<file path="src/rtl/dclock_wrapper.sv">
// dclock_wrapper: board top for the DClocking FPGA.
// UART command port (8E1) with echo, status LEDs and a dual-DAC pin set whose
// data buses carry the last valid received byte. SPI/I2C DAC control is parked.
module dclock_wrapper #(
    parameter int CLK_FREQ = 200_000_000,
    parameter int BAUD     = 57600,
    parameter int HB_DIV   = 100_000_000
) (
    input  logic        sys_clk_p,
    input  logic        sys_clk_n,
    input  logic        rst,
    input  logic        uart_rxd_i,
    output logic        uart_txd_o,
    output logic        led_1_o,
    output logic        led_2_o,
    output logic        led_3_o,
    output logic        led_4_o,
    output logic        panel_led_1_o,
    output logic        panel_led_2_o,
    output logic        dac_1_2_dci_p_ddr_o,
    output logic        dac_1_2_dci_n_ddr_o,
    output logic        dac_3_4_dci_p_ddr_o,
    output logic        dac_3_4_dci_n_ddr_o,
    output logic [13:0] dac_1_2_data_p_ddr_o,
    output logic [13:0] dac_1_2_data_n_ddr_o,
    output logic [13:0] dac_3_4_data_p_ddr_o,
    output logic [13:0] dac_3_4_data_n_ddr_o,
    input  logic        dac_1_2_dco_p_i,
    input  logic        dac_1_2_dco_n_i,
    input  logic        dac_3_4_dco_p_i,
    input  logic        dac_3_4_dco_n_i,
    output logic        dac_1_2_spi_ss_o,
    output logic        dac_3_4_spi_ss_o,
    output logic        dac_clk_spi_ss_o,
    output logic        dac_spi_sck_o,
    output logic        dac_spi_mosi_o,
    input  logic        dac_spi_miso_i,
    output logic        dac_eeprom_iic_scl_o,
    inout  wire         dac_eeprom_iic_sda_io
);

    // Bit period in clocks (truncated) and the counter widths derived from it.
    localparam int BIT_CYC = CLK_FREQ / BAUD;
    localparam int CW      = $clog2(BIT_CYC + 1);
    localparam int HBW     = $clog2(HB_DIV + 1);

    localparam logic [CW-1:0]  BIT_LAST  = CW'(BIT_CYC - 1);
    localparam logic [CW-1:0]  HALF_LAST = CW'(BIT_CYC / 2 - 1);
    localparam logic [HBW-1:0] HB_LAST   = HBW'(HB_DIV - 1);

    // ------------------------------------------------------------------
    // Clocking. The differential buffer is modelled by taking the p leg as
    // the fabric clock; the n leg only exists for the pad pair.
    // ------------------------------------------------------------------
    logic clk;
    assign clk = sys_clk_p;

    // Inputs that the board routes to us but that this design never reads.
    logic unused_in;
    assign unused_in = ^{sys_clk_n, dac_1_2_dco_p_i, dac_1_2_dco_n_i,
                         dac_3_4_dco_p_i, dac_3_4_dco_n_i, dac_spi_miso_i};

    // ------------------------------------------------------------------
    // RX path
    // ------------------------------------------------------------------
    typedef enum logic [2:0] {
        RX_IDLE, RX_START, RX_DATA, RX_PARITY, RX_STOP, RX_WAIT_IDLE
    } rx_state_t;

    rx_state_t     rx_state_q, rx_state_d;
    logic          rxd_meta_q, rxd_sync_q;
    logic [CW-1:0] rx_cnt_q, rx_cnt_d;
    logic [2:0]    rx_bit_q, rx_bit_d;
    logic [7:0]    rx_shift_q, rx_shift_d;
    logic          rx_perr_q, rx_perr_d;     // parity verdict of the frame in flight
    logic          rx_valid_q, rx_valid_d;
    logic [7:0]    rx_byte_q, rx_byte_d;
    logic          rx_toggle_q, rx_toggle_d;
    logic          perr_flag_q, perr_flag_d;
    logic          ferr_flag_q, ferr_flag_d;
    logic          rx_busy;

    // Two-flop synchronizer for the asynchronous receive line (idle high).
    always_ff @(posedge clk) begin
        if (rst) begin
            rxd_meta_q <= 1'b1;
            rxd_sync_q <= 1'b1;
        end else begin
            rxd_meta_q <= uart_rxd_i;
            rxd_sync_q <= rxd_meta_q;
        end
    end

    // RX state register plus the datapath registers the FSM steers.
    always_ff @(posedge clk) begin
        if (rst) begin
            rx_state_q  <= RX_IDLE;
            rx_cnt_q    <= '0;
            rx_bit_q    <= '0;
            rx_shift_q  <= '0;
            rx_perr_q   <= 1'b0;
            rx_valid_q  <= 1'b0;
            rx_byte_q   <= 8'h00;
            rx_toggle_q <= 1'b0;
            perr_flag_q <= 1'b0;
            ferr_flag_q <= 1'b0;
        end else begin
            rx_state_q  <= rx_state_d;
            rx_cnt_q    <= rx_cnt_d;
            rx_bit_q    <= rx_bit_d;
            rx_shift_q  <= rx_shift_d;
            rx_perr_q   <= rx_perr_d;
            rx_valid_q  <= rx_valid_d;
            rx_byte_q   <= rx_byte_d;
            rx_toggle_q <= rx_toggle_d;
            perr_flag_q <= perr_flag_d;
            ferr_flag_q <= ferr_flag_d;
        end
    end

    // RX next state: start qualified at half bit, then one mid-bit sample per bit period.
    always_comb begin
        rx_state_d  = rx_state_q;
        rx_cnt_d    = rx_cnt_q + CW'(1);
        rx_bit_d    = rx_bit_q;
        rx_shift_d  = rx_shift_q;
        rx_perr_d   = rx_perr_q;
        rx_valid_d  = 1'b0;
        rx_byte_d   = rx_byte_q;
        rx_toggle_d = rx_toggle_q;
        perr_flag_d = perr_flag_q;
        ferr_flag_d = ferr_flag_q;
        case (rx_state_q)
            RX_IDLE: begin
                rx_cnt_d = '0;
                if (!rxd_sync_q) rx_state_d = RX_START;
            end
            RX_START: begin
                if (rx_cnt_q == HALF_LAST) begin
                    rx_cnt_d   = '0;
                    rx_bit_d   = '0;
                    // A high line at mid start bit is a glitch: drop silently.
                    rx_state_d = rxd_sync_q ? RX_IDLE : RX_DATA;
                end
            end
            RX_DATA: begin
                if (rx_cnt_q == BIT_LAST) begin
                    rx_cnt_d   = '0;
                    rx_shift_d = {rxd_sync_q, rx_shift_q[7:1]};
                    rx_bit_d   = rx_bit_q + 3'd1;
                    if (rx_bit_q == 3'd7) rx_state_d = RX_PARITY;
                end
            end
            RX_PARITY: begin
                if (rx_cnt_q == BIT_LAST) begin
                    rx_cnt_d   = '0;
                    rx_perr_d  = ^{rx_shift_q, rxd_sync_q};
                    rx_state_d = RX_STOP;
                end
            end
            RX_STOP: begin
                if (rx_cnt_q == BIT_LAST) begin
                    rx_cnt_d = '0;
                    if (rxd_sync_q) begin
                        rx_state_d = RX_IDLE;
                        if (!rx_perr_q) begin
                            rx_valid_d  = 1'b1;
                            rx_byte_d   = rx_shift_q;
                            rx_toggle_d = ~rx_toggle_q;
                            perr_flag_d = 1'b0;
                            ferr_flag_d = 1'b0;
                        end else begin
                            perr_flag_d = 1'b1;
                        end
                    end else begin
                        // Break or misframed byte: wait for the line to return high.
                        ferr_flag_d = 1'b1;
                        if (rx_perr_q) perr_flag_d = 1'b1;
                        rx_state_d  = RX_WAIT_IDLE;
                    end
                end
            end
            RX_WAIT_IDLE: begin
                rx_cnt_d = '0;
                if (rxd_sync_q) rx_state_d = RX_IDLE;
            end
            default: begin
                rx_cnt_d   = '0;
                rx_state_d = RX_IDLE;
            end
        endcase
    end

    // RX outputs decoded from the current state.
    always_comb begin
        rx_busy = (rx_state_q != RX_IDLE);
    end

    // ------------------------------------------------------------------
    // TX path with a one-entry holding register.
    // Handshake: rx_valid_q is a one-cycle pulse with no back-pressure. The
    // holding register accepts it when empty, or when TX takes the held byte
    // in that same cycle; otherwise the new byte is dropped.
    // ------------------------------------------------------------------
    typedef enum logic [2:0] {
        TX_IDLE, TX_START, TX_DATA, TX_PARITY, TX_STOP
    } tx_state_t;

    tx_state_t     tx_state_q, tx_state_d;
    logic [CW-1:0] tx_cnt_q, tx_cnt_d;
    logic [2:0]    tx_bit_q, tx_bit_d;
    logic [7:0]    tx_shift_q, tx_shift_d;
    logic          tx_par_q, tx_par_d;
    logic [7:0]    hold_q, hold_d;
    logic          hold_full_q, hold_full_d;
    logic          txd_q;
    logic          tx_take;
    logic          hold_accept;
    logic          tx_line;
    logic          tx_busy;

    // TX state register, holding register and the retimed line driver.
    always_ff @(posedge clk) begin
        if (rst) begin
            tx_state_q  <= TX_IDLE;
            tx_cnt_q    <= '0;
            tx_bit_q    <= '0;
            tx_shift_q  <= '0;
            tx_par_q    <= 1'b0;
            hold_q      <= 8'h00;
            hold_full_q <= 1'b0;
            txd_q       <= 1'b1;
        end else begin
            tx_state_q  <= tx_state_d;
            tx_cnt_q    <= tx_cnt_d;
            tx_bit_q    <= tx_bit_d;
            tx_shift_q  <= tx_shift_d;
            tx_par_q    <= tx_par_d;
            hold_q      <= hold_d;
            hold_full_q <= hold_full_d;
            txd_q       <= tx_line;
        end
    end

    // TX next state: serialise one bit per period and reload straight from the
    // holding register at the end of the stop bit so a waiting byte never stalls.
    always_comb begin
        tx_state_d = tx_state_q;
        tx_cnt_d   = tx_cnt_q + CW'(1);
        tx_bit_d   = tx_bit_q;
        tx_shift_d = tx_shift_q;
        tx_par_d   = tx_par_q;
        tx_take    = (tx_state_q == TX_IDLE) ||
                     ((tx_state_q == TX_STOP) && (tx_cnt_q == BIT_LAST));
        case (tx_state_q)
            TX_IDLE: begin
                tx_cnt_d = '0;
            end
            TX_START: begin
                if (tx_cnt_q == BIT_LAST) begin
                    tx_cnt_d   = '0;
                    tx_bit_d   = '0;
                    tx_state_d = TX_DATA;
                end
            end
            TX_DATA: begin
                if (tx_cnt_q == BIT_LAST) begin
                    tx_cnt_d   = '0;
                    tx_shift_d = {1'b0, tx_shift_q[7:1]};
                    tx_bit_d   = tx_bit_q + 3'd1;
                    if (tx_bit_q == 3'd7) tx_state_d = TX_PARITY;
                end
            end
            TX_PARITY: begin
                if (tx_cnt_q == BIT_LAST) begin
                    tx_cnt_d   = '0;
                    tx_state_d = TX_STOP;
                end
            end
            TX_STOP: begin
                if (tx_cnt_q == BIT_LAST) begin
                    tx_cnt_d   = '0;
                    tx_state_d = TX_IDLE;
                end
            end
            default: begin
                tx_cnt_d   = '0;
                tx_state_d = TX_IDLE;
            end
        endcase
        if (tx_take && hold_full_q) begin
            tx_state_d = TX_START;
            tx_cnt_d   = '0;
            tx_shift_d = hold_q;
            tx_par_d   = ^hold_q;
        end
    end

    // Holding register: accept when empty or being emptied this cycle.
    always_comb begin
        hold_accept = rx_valid_q && (!hold_full_q || tx_take);
        hold_d      = hold_accept ? rx_byte_q : hold_q;
        if (hold_accept)  hold_full_d = 1'b1;
        else if (tx_take) hold_full_d = 1'b0;
        else              hold_full_d = hold_full_q;
    end

    // TX outputs decoded from the current state.
    always_comb begin
        tx_busy = (tx_state_q != TX_IDLE);
        case (tx_state_q)
            TX_START:  tx_line = 1'b0;
            TX_DATA:   tx_line = tx_shift_q[0];
            TX_PARITY: tx_line = tx_par_q;
            default:   tx_line = 1'b1;
        endcase
    end

    // ------------------------------------------------------------------
    // Heartbeat
    // ------------------------------------------------------------------
    logic [HBW-1:0] hb_cnt_q;
    logic           hb_led_q;

    // Free-running divider; the LED flips each time the divider wraps.
    always_ff @(posedge clk) begin
        if (rst) begin
            hb_cnt_q <= '0;
            hb_led_q <= 1'b0;
        end else if (hb_cnt_q == HB_LAST) begin
            hb_cnt_q <= '0;
            hb_led_q <= ~hb_led_q;
        end else begin
            hb_cnt_q <= hb_cnt_q + HBW'(1);
        end
    end

    // ------------------------------------------------------------------
    // Board outputs
    // ------------------------------------------------------------------
    assign uart_txd_o    = txd_q;
    assign led_1_o       = hb_led_q;
    assign led_2_o       = rx_toggle_q;
    assign led_3_o       = perr_flag_q;
    assign led_4_o       = ferr_flag_q;
    assign panel_led_1_o = rx_busy;
    assign panel_led_2_o = tx_busy;

    // DAC data clocks follow the system clock; the n leg is its complement.
    assign dac_1_2_dci_p_ddr_o = clk;
    assign dac_1_2_dci_n_ddr_o = ~clk;
    assign dac_3_4_dci_p_ddr_o = clk;
    assign dac_3_4_dci_n_ddr_o = ~clk;

    // Both DAC buses show the last valid byte in the top bits.
    logic [13:0] dac_word;
    assign dac_word             = {rx_byte_q, 6'b000000};
    assign dac_1_2_data_p_ddr_o = dac_word;
    assign dac_1_2_data_n_ddr_o = ~dac_word;
    assign dac_3_4_data_p_ddr_o = dac_word;
    assign dac_3_4_data_n_ddr_o = ~dac_word;

    // DAC control buses parked idle.
    assign dac_1_2_spi_ss_o      = 1'b1;
    assign dac_3_4_spi_ss_o      = 1'b1;
    assign dac_clk_spi_ss_o      = 1'b1;
    assign dac_spi_sck_o         = 1'b0;
    assign dac_spi_mosi_o        = 1'b0;
    assign dac_eeprom_iic_scl_o  = 1'b1;
    assign dac_eeprom_iic_sda_io = 1'bz;

endmodule

</file>
<file path="config.mk">
export PLATFORM = sky130hd
export DESIGN_NAME = dclock_wrapper
export DESIGN_NICKNAME = d
export VERILOG_FILES = /design/src/rtl/dclock_wrapper.sv
export SDC_FILE = /design/constraint.sdc
export NUM_CORES = 1
export LEC_CHECK = 0
export CAP_MARGIN = 20
export CORE_MARGIN = 1
export CORE_UTILIZATION = 54
export CTS_CLUSTER_DIAMETER = 40
export CTS_CLUSTER_SIZE = 30
export DETAILED_ROUTE_END_ITERATION = 10
export PLACE_DENSITY_LB_ADDON = 0.08
export SLEW_MARGIN = 0
export SYNTH_ARGS = -nofsm -noshare
export SYNTH_HDL_FRONTEND = slang
export SYNTH_SLANG_ARGS = --single-unit
</file>
<file path="constraint.sdc">
create_clock -name sys_clk_p -period 2.63 [get_ports sys_clk_p]
set_input_delay 0.263 -clock sys_clk_p [delete_from_list [all_inputs] [get_ports sys_clk_p]]
set_output_delay 0.263 -clock sys_clk_p [all_outputs]
set_load 0.05 [all_outputs]
</file>
==> summary.md <==
| Metric | Value |
|---|---|
| Post-synth top area share | `41.1%` |
| Cell count of the worst hold path | `2` |
| Worst Hold Path EP | `rxd_meta_q$_SDFF_PP1_` |
| Mux contribution to synthesized area | `under 10%` |
| Synth area leader | `dfxtp_1` |
| First-pass GRT wire length | `15900 um` |
| Reg2reg start | `rx_cnt_q[0]$_SDFF_PP0_` |
| DR DRC count | `0` |
| Synth unique cells | `52` |
| TritonCTS clock tree | `yes` |
| Pwr dens | `607 nW/um2` |
| Hold_sp | `uart_rxd_i` |
| Status | `complete, no violations` |
| Via count | `~3900` |
| Actual slew at the worst max-slew pin | `approximately 0.56 ns` |
| Worst skew pair latency | `0.49 ns` |
| Final Instance Area | `5720 um2` |
| Psw | `~0.0011 W` |
| Final setup fails | `0` |
| Max Freq | `between 0.4 and 0.5 GHz` |
| Placed cell count | `roughly 730` |
| Starting DRC count in detailed routing | `135` |
| Hold slack | `about 0.34 ns` |
| Largest net degree at the start of global routing | `42` |
| Post-DP HPWL | `6550 um` |
| Maxcap violations | `0` |
| Ratio of cells with drive above 1 in the final layout | `7.21%` |
| Core area | `9240 um2` |
| # hold bufs at CTS | `0` |
| EDFF count, synth | `0` |
| Routed Antenna Nets | `0` |
| Adder-cell share of the synthesized area | `1.70%` |
| Avg Cell Area, Syn | `between 8 and 9 um2` |
| Clk pwr share | `43.6%` |
| R2R depth | `7` |
| Fin Setup TNS | `0 ns` |
| Sequential share of the synthesized area | `roughly two fifths` |
| Worst Path Max Fanout | `2` |
| Mapped Area | `5160 um2` |
| Post-synth top flop | `dfxtp_1` |
| Comb power frac | `8.6%` |
| Async S/R FF share, synth | `0%` |
| Area grow syn2layout | `10.8%` |
| DIE HEIGHT | `99.7 um` |
| Simple-gate share of the synthesized area | `22.5%` |
| Initial core utilization | `55.8%` |
| Switching share of total power | `32.2%` |
| Largest family of logic cells by synthesized area | `simple AND/OR/NAND/NOR gates` |
| Count leader, synth | `dfxtp_1` |
| Top cells by count, synth | `dfxtp_1, nor2_1, buf_4` |
| Initial antenna violation count | `0` |
| Fin. Hold Viols | `0` |
| I/O pins | `83` |
| P_int | `0.00236 W` |
| Final period utilization | `95.2%` |
| Worst EP arrival | `2.24 ns` |
| Flops & latches, synth | `106` |
| Register share of total power | `47.7%` |
| Relative slew slack | `62.6%` |
| Startpoint types | `clock port` |
| Dpl cell area | `5470 um2` |
| Max Slew Vio Count | `0` |
| Overflow after GRT | `0` |
| VDD IR max | `between 700 and 800 uV` |
| Die width | `99.7 um` |
| Port bufs | `45` |
| Rows | `35` |
| DR pass1 iterations | `4` |
| Critical Path Sink Type | `output port` |
| Crit path time final | `2.50 ns` |
| Reg clk slew, reported paths | `0.09 ns` |
| Ant diodes | `0` |
| Critical Path RT | `2.37 ns` |
| R2r setup slk | `around 0.44 ns` |
| Synth warn | `0` |
| Xor and xnor area share after synthesis | `10.5%` |
| Post-route insts no fill | `753` |
| Synth Area in Compound Gates | `9.92%` |
| DRT Wirelength | `roughly 9400 um` |
| Area contributors post-synth | `dfxtp_1, buf_4, nor2_1` |
| Worst Clk Skew | `between 0.015 and 0.02 ns` |
| Number of global-route vias before repair | `3660` |
| Leak Pwr | `2.10 nW` |
| Final GP Congestion | `0.824` |
| Setup CP Type | `clock port to output port` |
| Unrepaired setup endpoints after global routing | `no` |
| GRT Util Overall | `roughly a fifth` |
| Mapped Cells | `595` |
| Final nets | `around 640` |
| R2R Path End | `rx_byte_q[5]$_SDFFE_PP0P_` |
| Die area | `between 9000 and 10000 um2` |
| Min-Delay Path Class | `input pin to register` |
| Average wire per standard cell | `around 12 um` |
| Vias/cell | `approximately 5.2` |
-- state kept, by name (all words and copies together), names as in the netlist, 3 cells and up --
register    flops
hb_cnt_q       27
rx_cnt_q       12
tx_cnt_q       12
hold_q          8
rx_byte_q       8
rx_shift_q      8
tx_shift_q      8
rx_bit_q        3
rx_state_q      3
tx_bit_q        3
tx_state_q      3
-- layer usage --
layer / global-route usage, % / share of wire (%) / up-vias
met1: 23.8 / 46 / 1844
met5: 0 / 0 / -
met2: 33.3 / 49 / 55
li1: - / - / 2005
met3: 4.78 / 3.4 / 11
met4: 9.50 / 1.5 / 0
-- layout make-up --
class,instances,area (um2)
clock inverter,8,81.3
tap,129,161
clock buffer,18,213
multi-input combinational,429,2620
sequential,106,2120
inverter,16,60.1
timing repair buffer,47,455
fill,873,3520
-- through the flow --
step / util [%] / total power [W] / worst slack, ns
detailed placement: 59.1 / 0.00235 / 0.224
global placement: 59.1 / 0.00235 / 0.224
floorplan: - / 0.00229 / 0.460
CTS: 62.0 / 0.00354 / 0.00921
finish: 61.9 / 0.00347 / 0.127
global route: 61.9 / 0.00363 / 0.0361
-- kinds of logic (layout without fill, tap and decap cells) --
family	Yosys count	in the layout
AOI/OAI and AO/OA	78	78
xor gates and xnor gates	60	60
adders and majority gates	7	7
buffers and inverters	89	89
DFF	106	106
muxes	20	20
other	2	31
and+or+nand+nor	233	233
-- critical path, cell delays in order --
cell	delay, ns
clkbuf_8	0.11
clkbuf_8	0.12
clkdlybuf4s50_1	0.69
-- how the worst max path moves through the flow --
stage	depth (start not counted)	slack [ns]	end	start
after floorplan	2	0.46	dac_3_4_dci_n_ddr_o	sys_clk_p
after global placement	2	0.22	dac_1_2_dci_n_ddr_o	sys_clk_p
after detailed placement	2	0.22	dac_1_2_dci_n_ddr_o	sys_clk_p
after CTS	5	0.009	dac_3_4_dci_n_ddr_o	sys_clk_p
after global routing	3	0.04	panel_led_2_o	tx_state_q[1]$_SDFFE_PP0P_
final	3	0.13	dac_3_4_dci_p_ddr_o	sys_clk_p
-- power by group through the flow --
| stage | logic (W) | clock network [W] | registers (W) |
|---|---|---|---|
| 3_5_place_dp | 0.000298 | 0.000359 | 0.00169 |
| 3_3_place_gp | 0.000296 | 0.000359 | 0.00169 |
| 4_1_cts | 0.000300 | 0.00159 | 0.00166 |
| 6_report | 0.000299 | 0.00152 | 0.00166 |
| 2_1_floorplan | 0.000301 | 0.000313 | 0.00167 |
| 5_1_grt | 0.000328 | 0.00164 | 0.00166 |
-- cells in the final DEF (no fill, tap or decap), types with 5 or more instances in the layout --
cell type / Yosys / routed
ha_1: 7 / 7
and3_1: 10 / 10
nor2b_1: 6 / 6
clkbuf_8: 0 / 13
buf_4: 50 / 6
nor3_1: 8 / 8
dfxtp_1: 106 / 105
a22o_1: 9 / 9
xnor2_1: 35 / 35
nand2_1: 31 / 31
conb_1: 2 / 31
nand3_1: 22 / 22
inv_1: 17 / 18
xor2_1: 24 / 24
clkdlybuf4s50_1: 0 / 43
a21oi_1: 20 / 20
nor2_1: 97 / 97
nand4_1: 13 / 13
o22ai_1: 7 / 7
or2_2: 5 / 5
o21ai_0: 19 / 19
o21a_1: 8 / 8
mux2i_1: 20 / 20
nor4_1: 11 / 10
-- what timing repair did --
item,4_1_cts,5_1_grt
setup endpoints to repair,2,3
gates resized for setup,4,3
pin swaps,0,0
setup buffers,0,0
Note: power is estimated with default switching activity, not from simulation.
